$ cat src/rtl/perceptron_pkg.sv
// Shared types, default sizes and arithmetic helpers for the perceptron classifier.
// PERCEPTRON_SAT_EN (see perceptron_mac) selects saturating accumulation.
package perceptron_pkg;

    typedef enum logic [1:0] {
        IDLE = 2'd0,
        MAC  = 2'd1,
        CMP  = 2'd2,
        DONE = 2'd3
    } state_t;

    localparam int NUM_FEATURES_DEF = 7;
    localparam int NUM_CLASSES_DEF  = 10;
    localparam int FEAT_W_DEF       = 4;
    localparam int WGT_W_DEF        = 4;
    localparam int ACC_W_DEF        = 12;

    localparam int CLS_W  = $clog2(NUM_CLASSES_DEF);
    localparam int ADDR_W = $clog2(NUM_CLASSES_DEF * NUM_FEATURES_DEF);
    localparam int FIDX_W = $clog2(NUM_FEATURES_DEF);

    // Add and clamp to the signed range of a 'width'-bit accumulator.
    function automatic int sat_add(input int a, input int b, input int width);
        int sum;
        int hi;
        int lo;
        sum = a + b;
        hi  = (1 << (width - 1)) - 1;
        lo  = -(1 << (width - 1));
        if (sum > hi)
            sat_add = hi;
        else if (sum < lo)
            sat_add = lo;
        else
            sat_add = sum;
    endfunction

endpackage

$ cat src/rtl/perceptron_mac.sv
// Registered signed multiply-accumulate: unsigned feature x signed weight.
// PERCEPTRON_SAT_EN defined: clamp at the ACC_W signed limits; otherwise wrap.
module perceptron_mac
    import perceptron_pkg::*;
#(
    parameter int FEAT_W = FEAT_W_DEF,
    parameter int WGT_W  = WGT_W_DEF,
    parameter int ACC_W  = ACC_W_DEF
) (
    input  logic                     clk,
    input  logic                     rst_n,
    input  logic                     en,
    input  logic                     load,
    input  logic [FEAT_W-1:0]        feat,
    input  logic signed [WGT_W-1:0]  wgt,
    output logic signed [ACC_W-1:0]  acc
);

    int prod;
    int base;
    logic signed [ACC_W-1:0] acc_next;

    // Products are formed at full int width, so the sign extension happens before the add.
    always_comb begin
        prod = int'($signed({1'b0, feat})) * int'(wgt);
        base = load ? 0 : int'(acc);
`ifdef PERCEPTRON_SAT_EN
        acc_next = ACC_W'(sat_add(base, prod, ACC_W));
`else
        acc_next = ACC_W'(base + prod);
`endif
    end

    always_ff @(posedge clk or negedge rst_n) begin
        if (!rst_n)
            acc <= '0;
        else if (en)
            acc <= acc_next;
    end

endmodule

$ cat src/rtl/perceptron_classifier.sv
// Multi-class perceptron: serial per-class MAC over a latched feature vector, argmax output.
// Optional macro PERCEPTRON_SAT_EN enables saturating accumulation inside perceptron_mac.
module perceptron_classifier
    import perceptron_pkg::*;
#(
    parameter int NUM_FEATURES = NUM_FEATURES_DEF,
    parameter int NUM_CLASSES  = NUM_CLASSES_DEF,
    parameter int FEAT_W       = FEAT_W_DEF,
    parameter int WGT_W        = WGT_W_DEF,
    parameter int ACC_W        = ACC_W_DEF
) (
    input  logic                                        clk,
    input  logic                                        rst_n,
    input  logic                                        in_valid,
    output logic                                        in_ready,
    input  logic [NUM_FEATURES*FEAT_W-1:0]              in_features,
    input  logic                                        wr_en,
    output logic                                        wr_ready,
    input  logic [$clog2(NUM_CLASSES*NUM_FEATURES)-1:0] wr_addr,
    input  logic signed [WGT_W-1:0]                     wr_data,
    output logic                                        out_valid,
    input  logic                                        out_ready,
    output logic [$clog2(NUM_CLASSES)-1:0]              out_class,
    output logic signed [ACC_W-1:0]                     out_score,
    output logic                                        busy
);

    localparam int CLASS_W = $clog2(NUM_CLASSES);
    localparam int WADDR_W = $clog2(NUM_CLASSES * NUM_FEATURES);
    localparam int FSEL_W  = $clog2(NUM_FEATURES);
    localparam int NWGT    = NUM_CLASSES * NUM_FEATURES;

    state_t state, state_next;
    logic [CLASS_W-1:0] cls_idx;
    logic [FSEL_W-1:0] feat_idx;
    logic [NUM_FEATURES*FEAT_W-1:0] feat_latch;
    logic signed [WGT_W-1:0] wgt [NWGT];
    logic signed [ACC_W-1:0] acc;
    logic signed [ACC_W-1:0] best;
    logic [CLASS_W-1:0] best_cls;
    logic accept;
    logic last_feat;
    logic last_cls;
    logic [WADDR_W-1:0] rd_addr;
    logic [FEAT_W-1:0] feat_cur;

    assign busy      = (state == MAC) || (state == CMP);
    assign in_ready  = (state == IDLE) || ((state == DONE) && out_ready);
    assign wr_ready  = !busy;
    assign out_valid = (state == DONE);
    assign out_class = best_cls;
    assign out_score = best;
    assign accept    = in_valid && in_ready;
    assign last_feat = (feat_idx == FSEL_W'(NUM_FEATURES - 1));
    assign last_cls  = (cls_idx == CLASS_W'(NUM_CLASSES - 1));
    assign rd_addr   = WADDR_W'(int'(cls_idx) * NUM_FEATURES + int'(feat_idx));
    assign feat_cur  = feat_latch[int'(feat_idx)*FEAT_W +: FEAT_W];

    always_comb begin
        state_next = state;
        case (state)
            IDLE: if (accept) state_next = MAC;
            MAC:  if (last_feat) state_next = CMP;
            CMP:  state_next = last_cls ? DONE : MAC;
            DONE: if (out_ready) state_next = accept ? MAC : IDLE;
            default: state_next = IDLE;
        endcase
    end

    always_ff @(posedge clk or negedge rst_n) begin
        if (!rst_n)
            state <= IDLE;
        else
            state <= state_next;
    end

    // Sequencing, feature latch and argmax tracking.
    always_ff @(posedge clk or negedge rst_n) begin
        if (!rst_n) begin
            cls_idx    <= '0;
            feat_idx   <= '0;
            feat_latch <= '0;
            best       <= '0;
            best_cls   <= '0;
        end else begin
            if (accept) begin
                cls_idx    <= '0;
                feat_idx   <= '0;
                feat_latch <= in_features;
            end else if (state == MAC) begin
                feat_idx <= last_feat ? '0 : feat_idx + 1'b1;
            end else if (state == CMP) begin
                // Strict compare keeps the lowest class index on ties.
                if ((cls_idx == '0) || (acc > best)) begin
                    best     <= acc;
                    best_cls <= cls_idx;
                end
                if (!last_cls)
                    cls_idx <= cls_idx + 1'b1;
            end
        end
    end

    always_ff @(posedge clk or negedge rst_n) begin
        if (!rst_n) begin
            for (int i = 0; i < NWGT; i++)
                wgt[i] <= '0;
        end else if (wr_en && wr_ready && (int'(wr_addr) < NWGT)) begin
            wgt[wr_addr] <= wr_data;
        end
    end

    perceptron_mac #(
        .FEAT_W(FEAT_W),
        .WGT_W (WGT_W),
        .ACC_W (ACC_W)
    ) u_mac (
        .clk  (clk),
        .rst_n(rst_n),
        .en   (state == MAC),
        .load (feat_idx == '0),
        .feat (feat_cur),
        .wgt  (wgt[rd_addr]),
        .acc  (acc)
    );

endmodule

$ cat config.mk
export PLATFORM = sky130hd
export DESIGN_NAME = perceptron_classifier
export DESIGN_NICKNAME = d
export VERILOG_FILES = /design/src/rtl/perceptron_pkg.sv /design/src/rtl/perceptron_mac.sv /design/src/rtl/perceptron_classifier.sv
export SDC_FILE = /design/constraint.sdc
export NUM_CORES = 1
export LEC_CHECK = 0
export CORE_MARGIN = 3
export CORE_UTILIZATION = 55
export CTS_CLUSTER_DIAMETER = 60
export DETAILED_ROUTE_END_ITERATION = 6
export GPL_TIMING_DRIVEN = 0
export PLACE_DENSITY = 0.7
export SLEW_MARGIN = 20
export SYNTH_ARGS = -nofsm -noshare
export SYNTH_HDL_FRONTEND = slang
export SYNTH_HIERARCHICAL = 1
export SYNTH_SLANG_ARGS = --single-unit
$ cat constraint.sdc
create_clock -name clk -period 8.55 [get_ports clk]
set_input_delay 2.1375 -clock clk [delete_from_list [all_inputs] [get_ports clk]]
set_output_delay 2.1375 -clock clk [all_outputs]
set_load 0.02 [all_outputs]
---- Word level (Yosys, flattened, before mapping) ----
Cells that the tools add are included.
operators by class
  shift-type cells ........................ 1
  reduce and logical (&&, ||, !) cells .... 17
  bitwise operators ....................... 4
  order comparisons ....................... 5
  eq/ne operators ......................... 10
  add/sub/neg operators ................... 4
  $mul .................................... 2
  mux-type cells .......................... 20
operators with widths
  kind                                                 number
  bitwise mux 280 bit                                  1
  binary-select mux 4 bit (select 7 bit)               1
  demux 4 bit (select 7 bit)                           1
  2-to-1 mux 4 bit                                     7
  indexed part select 28 x 6 -> 4 bit                  1
  >= comparator 8 bit (second input constant)          2
  NOT 7 -> 8 bit                                       2
  adder 12 bit                                         1
  > comparator 12 bit                                  1
  2-to-1 mux 12 bit                                    1
  multiplier 5 x 4 -> 9 bit                            1
  2-to-1 mux 3 bit                                     3
  < comparator 8 x 1 -> 1 bit (second input constant)  1
  2-to-1 mux 2 bit                                     4
  inequality test 2 bit (second input constant)        4
  case mux 2 bit (4 select lines)                      1
  adder 7 x 3 -> 7 bit                                 1
  < comparator 7 bit (second input constant)           1
  multiplier 4 x 3 -> 7 bit (second input constant)    1
  AND reduction 3 bit                                  2
  logical AND 1 bit                                    5
  adder 4 x 1 -> 4 bit (second input constant)         1
  == test 2 bit (second input constant)                2
  == test 4 bit (second input constant)                1
  13 further kinds                                     17
storage, ports and cells
  bits in registers ....................... 345
  output and inout port bits .............. 20
  input port bits ......................... 44
  word-level logic and storage cells ...... 140

---- Depth between registers and ports, before layout ----
  depth in word-level cells ............... 8
  gate-level depth with buffers ........... 28
  gate-level depth less buffers ........... 26

---- Hierarchy ----
The synthesis kept the hierarchy.
modules (own cells, without submodules)
  module                 cells each  area an instance (um^2)  instances  sequential area each (um^2)
  perceptron_classifier  1196        16286.9                  1          8333.0
  perceptron_mac         158         1532.7                   1          300.3

---- Worst setup path after synthesis ----
OpenSTA, ideal clock, no wires.
  path type ............................... register to register
  start ................................... reg cls_idx[0]
  end ..................................... reg u_mac.acc[8]
  stages on the path, launching flop included .. 24
  arrival ................................. 6.941 ns
  data required time ...................... 8.458 ns
  path buffers ............................ 2
  path slack .............................. 1.518 ns
  setup time .............................. 0.092 ns
  cells stage by stage .................... dfrtp_1 > fa_1 > inv_1 > fa_1 > inv_1 > fa_1 > buf_2 > clkbuf_1 > mux4_2 > mux4_2 > a21oi_1 > o211ai_1 > nor2b_1 > fa_1 > inv_1 > fa_1 > fa_1 > inv_1 > ha_1 > nor2b_1 > o31a_1 > o21a_1 > o21a_1 > o31ai_2
between the ends
  word-level cells in the longest chain between the ends .. 8
RTL lines
  what                                                  line                          text
  start, declared                                       perceptron_classifier.sv:34   logic [CLASS_W-1:0] cls_idx;
  start signal, assigned                                perceptron_classifier.sv:99   cls_idx <= cls_idx + 1'b1;
  multiplier 4 x 3 -> 7 bit                             perceptron_classifier.sv:56   assign rd_addr = WADDR_W'(int'(cls_idx) * NUM_FEATURES + int'(feat_idx));
  adder 7 x 3 -> 7 bit                                  perceptron_classifier.sv:56
  NOT 7 -> 8 bit (implied by the code)                  perceptron_classifier.sv:123  .wgt (wgt[rd_addr]),
  binary-select mux 4 bit (select 7 bit)                perceptron_classifier.sv:123
  2-to-1 mux 4 bit (implied by the code) (2 in series)  perceptron_classifier.sv:123
  multiplier 5 x 4 -> 9 bit                             perceptron_mac.sv:25          prod = int'($signed({1'b0, feat})) * int'(wgt);
  adder 12 bit                                          perceptron_mac.sv:30          acc_next = ACC_W'(base + prod);
  end signal, assigned                                  perceptron_mac.sv:38          acc <= acc_next;
  end, declared                                         perceptron_mac.sv:16          output logic signed [ACC_W-1:0] acc
No other way between the ends. The select of a mux whose other input is x is not followed.
A chain may end at the register's enable or synchronous reset.

---- Final worst setup path ----
  start ................................... reg cls_idx[0]
  end ..................................... reg u_mac.acc[10]
The elaborated chain is that of the path after synthesis.

==> flow_metrics.py <==
metrics = {
    "synthesis": {
        "ys_ff_latch": 345,
        "syn_inst": 1354,
        "synthTopCellsByArea": "dfrtp_1, mux2_2, mux4_2",
        "synth_edf_count": 0,
        "yosysTopAreaCellShare": 0.484,
        "synth_nets": 1474,
        "syn_avg_cell_area_um2": 13.2,
        "synth_warnings": 6,
        "yosysSeqAreaShare": 0.484,
        "yosys.cell_types.count": 66,
        "yosys.area.top_type": "dfrtp_1",
        "synth_ff_type": "dfrtp_1",
        "synthArstFlopShare": 1.00,
        "syn_area_um2": 17800,
    },
    "setup_path": {
        "timing.rr.start": "cls_idx[0]$_DFFE_PN0P_",
        "slowest_delay_ps": 580,
        "cp_slowest_cell": "fa_1",
        "reg2reg_depth": 23,
        "crit_chain": "fa_1, inv_1, fa_1, inv_1, fa_1, buf_2, clkbuf_1, mux4_2, mux4_2, a21oi_1, o211ai_1, nor2b_1, fa_1, inv_1, fa_1, fa_1, inv_1, ha_1, nor2b_1, o31a_1, o2111ai_1, a211o_1, o221ai_1",
        "worstPathMaxFanout": 10,
        "worstSetupStartpointType": "flip-flop",
        "cp_data_required_time_ps": 8940,
        "cp_data_arrival_time_ps": 8500,
        "r2r-end": "u_mac/acc[10]$_DFFE_PN0P_",
        "r2r_slack_ps": 440,
        "crit_top_cell": "fa_1",
        "worstSetupPathType": "reg -> reg",
        "crit_path_end_kind": "flip-flop",
    },
    "power": {
        "internal-power_mw": 4.29,
        "clockPowerShare": 0.240,
        "peakVddDrop_mv": 0.177,
        "power_leakage_nw": 9.80,
        "combPwrFrac": 0.455,
        "powerDensity_nw_per_um2": 339,
        "p_sw_frac": 0.378,
        "power_frac_seq": 0.305,
        "p_switching_mw": 2.61,
    },
    "global_route": {
        "antenna_found_initial": 0,
        "grtUsageTotal": 0.244,
        "grt_pass1_wl_mm": 65.0,
        "first_global_vias": 11500,
        "overflow": 0,
        "grt_max_degree": 98,
    },
    "placement": {
        "dp_hpwl_mm": 29.9,
        "io_buffer_count": 59,
        "gp_congestion": 0.851,
        "preCtsSetupSlack_ps": 333,
    },
    "clocking": {
        "clock_latency_ps": 540,
        "clkTransAtPathRegs_ps": 60,
        "cts_setup_buffers": 0,
        "clock-sinks": 345,
        "cts_tree": "built",
        "clk_path_buf_depth": 3,
        "root_buffer": "clkbuf_16",
        "cts_buffers": 39,
        "cts-htree-levels": 2,
    },
    "detailed_routing": {
        "firstDrtPassIters": 5,
        "vias_per_cell": 5.95,
        "dr_wl_met3_mm": 2.00,
        "dr.max_layer_used": "met5",
        "routed_wl_mm": 41.1,
        "via_count": 11300,
        "route.met2.wl_mm": 20.3,
        "m1WireLength_mm": 17.9,
        "drt_iter0_drc": 770,
        "drc": 0,
        "wire_per_inst_um": 21.7,
        "drtAntennaViolNets": 0,
    },
    "floorplanning": {
        "die_y_um": 186,
        "die_x_um": 186,
        "io_pins": 64,
        "start_util": 0.562,
        "fp-row-count": 65,
        "dieArea_um2": 34600,
        "core_area_um2": 31700,
    },
    "sta": {
        "slew_headroom": 0.298,
        "hold_violations": 0,
        "rsz0062_at_grt": "false",
        "setup_violations": 0,
        "tightest_slew_ps": 1050,
        "hold_slack_ps": 471,
        "fmax_ghz": 0.123,
        "final-max-slew-violation-count": 0,
        "skew_ps": 13.8,
        "setup_ws_ps": 442,
        "period_minus_slack_ps": 8110,
        "min_period_over_period": 0.948,
    },
    "worst_hold_path": {
        "min_delay_path_depth": 2,
        "min_from": "feat_latch[12]$_DFFE_PN0P_",
        "hp-class": "reg -> reg",
        "hold_path_end": "feat_latch[12]$_DFFE_PN0P_",
    },
    "layout": {
        "postLayoutCoreUtil": 0.641,
        "area_growth_pct": 14.1,
        "finalNetCount": 1580,
        "diodes": 0,
        "drive_gt1_frac": 0.321,
    },
    "status": {
        "status": "finished clean",
    },
    "run": {
        "drv_cap": 0,
    },
}
-- sequential cells by signal (all words and copies together) (netlist names) --
name and cells:
wgt 280, feat_idx 3, state 2, u_mac/acc 12, cls_idx 4, feat_latch 28
out_class 4, out_score 12
-- how the worst max path moves through the flow --
stage,startpoint,to,cells past startpoint
final,cls_idx[0]$_DFFE_PN0P_,u_mac/acc[10]$_DFFE_PN0P_,23
after global routing,cls_idx[0]$_DFFE_PN0P_,u_mac/acc[10]$_DFFE_PN0P_,23
after CTS,cls_idx[0]$_DFFE_PN0P_,u_mac/acc[8]$_DFFE_PN0P_,25
after detailed placement,cls_idx[0]$_DFFE_PN0P_,u_mac/acc[10]$_DFFE_PN0P_,25
after global placement,rst_n,wgt[27]$_DFFE_PN0P_,1
after floorplan,cls_idx[0]$_DFFE_PN0P_,u_mac/acc[8]$_DFFE_PN0P_,23
-- critical path, delay by kind of cell, from the launching register on --
family | cells | cell delay [ps]
muxes | 2 | 960
AOI/OAI and AO/OA | 6 | 1480
and+or+nand+nor | 2 | 490
buffers and inverters | 6 | 1000
DFF | 1 | 500
adders and majority gates | 7 | 3530
-- per-layer routing --
layer  global-route usage  vias up
met5               0.0343        -
met4               0.0584        2
met3               0.0383       54
met2                0.408      279
met1                0.336     5834
li1                     -     5087
-- final cells by class --
class	count	area [um2]
buffer	73	340
clock buffer	61	1180
clock inverter	11	101
fill	2373	11400
inverter	57	214
multi-input combinational	879	8660
sequential	345	8630
tap	402	503
timing repair buffer	65	701
-- per-stage QoR --
stage | instances | setup TNS (ps) | total power [mW] | cell area, um2
3_5_place_dp | 1821 | 0 | 5.29 | 19000
4_1_cts | 1893 | 0 | 6.96 | 20300
2_1_floorplan | 1354 | 0 | 4.34 | 17800
6_report | 1893 | 0 | 6.90 | 20300
5_1_grt | 1893 | 0 | 7.33 | 20300
3_3_place_gp | 1815 | -3303800 | 5.21 | 18900
-- synth_stat cells, types with 3 or more instances --
| master | n |
|---|---|
| nor2b_1 | 15 |
| nor3b_1 | 4 |
| o21ai_0 | 10 |
| ha_1 | 60 |
| nand2_1 | 166 |
| dfrtp_1 | 345 |
| o211ai_1 | 4 |
| or3_1 | 3 |
| a21oi_1 | 26 |
| buf_2 | 4 |
| nor3_1 | 11 |
| and3b_1 | 3 |
| fa_1 | 16 |
| a21o_1 | 6 |
| mux2i_1 | 18 |
| nand3_1 | 6 |
| inv_1 | 55 |
| nand4_1 | 4 |
| mux2_1 | 10 |
| mux4_2 | 83 |
| xnor2_1 | 9 |
| mux2_2 | 296 |
| nand2b_1 | 14 |
| and2_1 | 12 |
| buf_6 | 6 |
| o21a_1 | 4 |
| clkbuf_1 | 58 |
| nor2_1 | 44 |
| nand3b_1 | 3 |
| buf_4 | 4 |
| a211oi_1 | 12 |
-- cell usage in the layout, fill, tap and decap left out, types with 4 or more instances in the layout --
cell type / Yosys / routed
buf_2: 4 / 4
ha_1: 60 / 60
clkdlybuf4s50_1: 0 / 58
nor2b_1: 15 / 15
nand2_1: 166 / 166
xnor2_1: 9 / 8
o21a_1: 4 / 4
mux4_2: 83 / 83
clkinv_2: 0 / 6
mux2i_1: 18 / 18
buf_4: 4 / 7
mux2_2: 296 / 296
a21oi_1: 26 / 26
buf_6: 6 / 6
fa_1: 16 / 16
clkbuf_16: 0 / 40
mux2_1: 10 / 10
a211oi_1: 12 / 12
nand4_1: 4 / 4
nand2b_1: 14 / 14
a21o_1: 6 / 6
nor3_1: 11 / 10
nand3_1: 6 / 6
and2_1: 12 / 12
nor2_1: 44 / 44
clkbuf_8: 0 / 10
o211ai_1: 4 / 4
inv_1: 55 / 55
clkbuf_1: 58 / 69
dfrtp_1: 345 / 345
o21ai_0: 10 / 10
-- kinds of logic after synthesis --
group | Yosys count | share of synthesized area
AO/OA/AOI/OAI | 90 | 0.0355
XOR/XNOR | 11 | 0.00541
adder cells (fa/ha/maj) | 76 | 0.0601
buffers and inverters | 130 | 0.0310
flip-flops | 345 | 0.484
multiplexers | 408 | 0.309
AND/OR/NAND/NOR | 294 | 0.0743
-- power by group through the flow --
stage | Combinational [mW] | Sequential, mW | Clock, mW
finish | 3.14 | 2.10 | 1.65
global route | 3.43 | 2.14 | 1.75
CTS | 3.17 | 2.10 | 1.68
detailed placement | 3.16 | 2.13 | 0
global placement | 3.09 | 2.12 | 0
floorplan | 2.23 | 2.10 | 0
-- repair_timing --
action / in CTS / in global routing
gates resized for setup: 0 / 2
endpoints found under the setup margin: 0 / 4
hold buffers: 0 / 0
(Power assumes the default switching activity.)
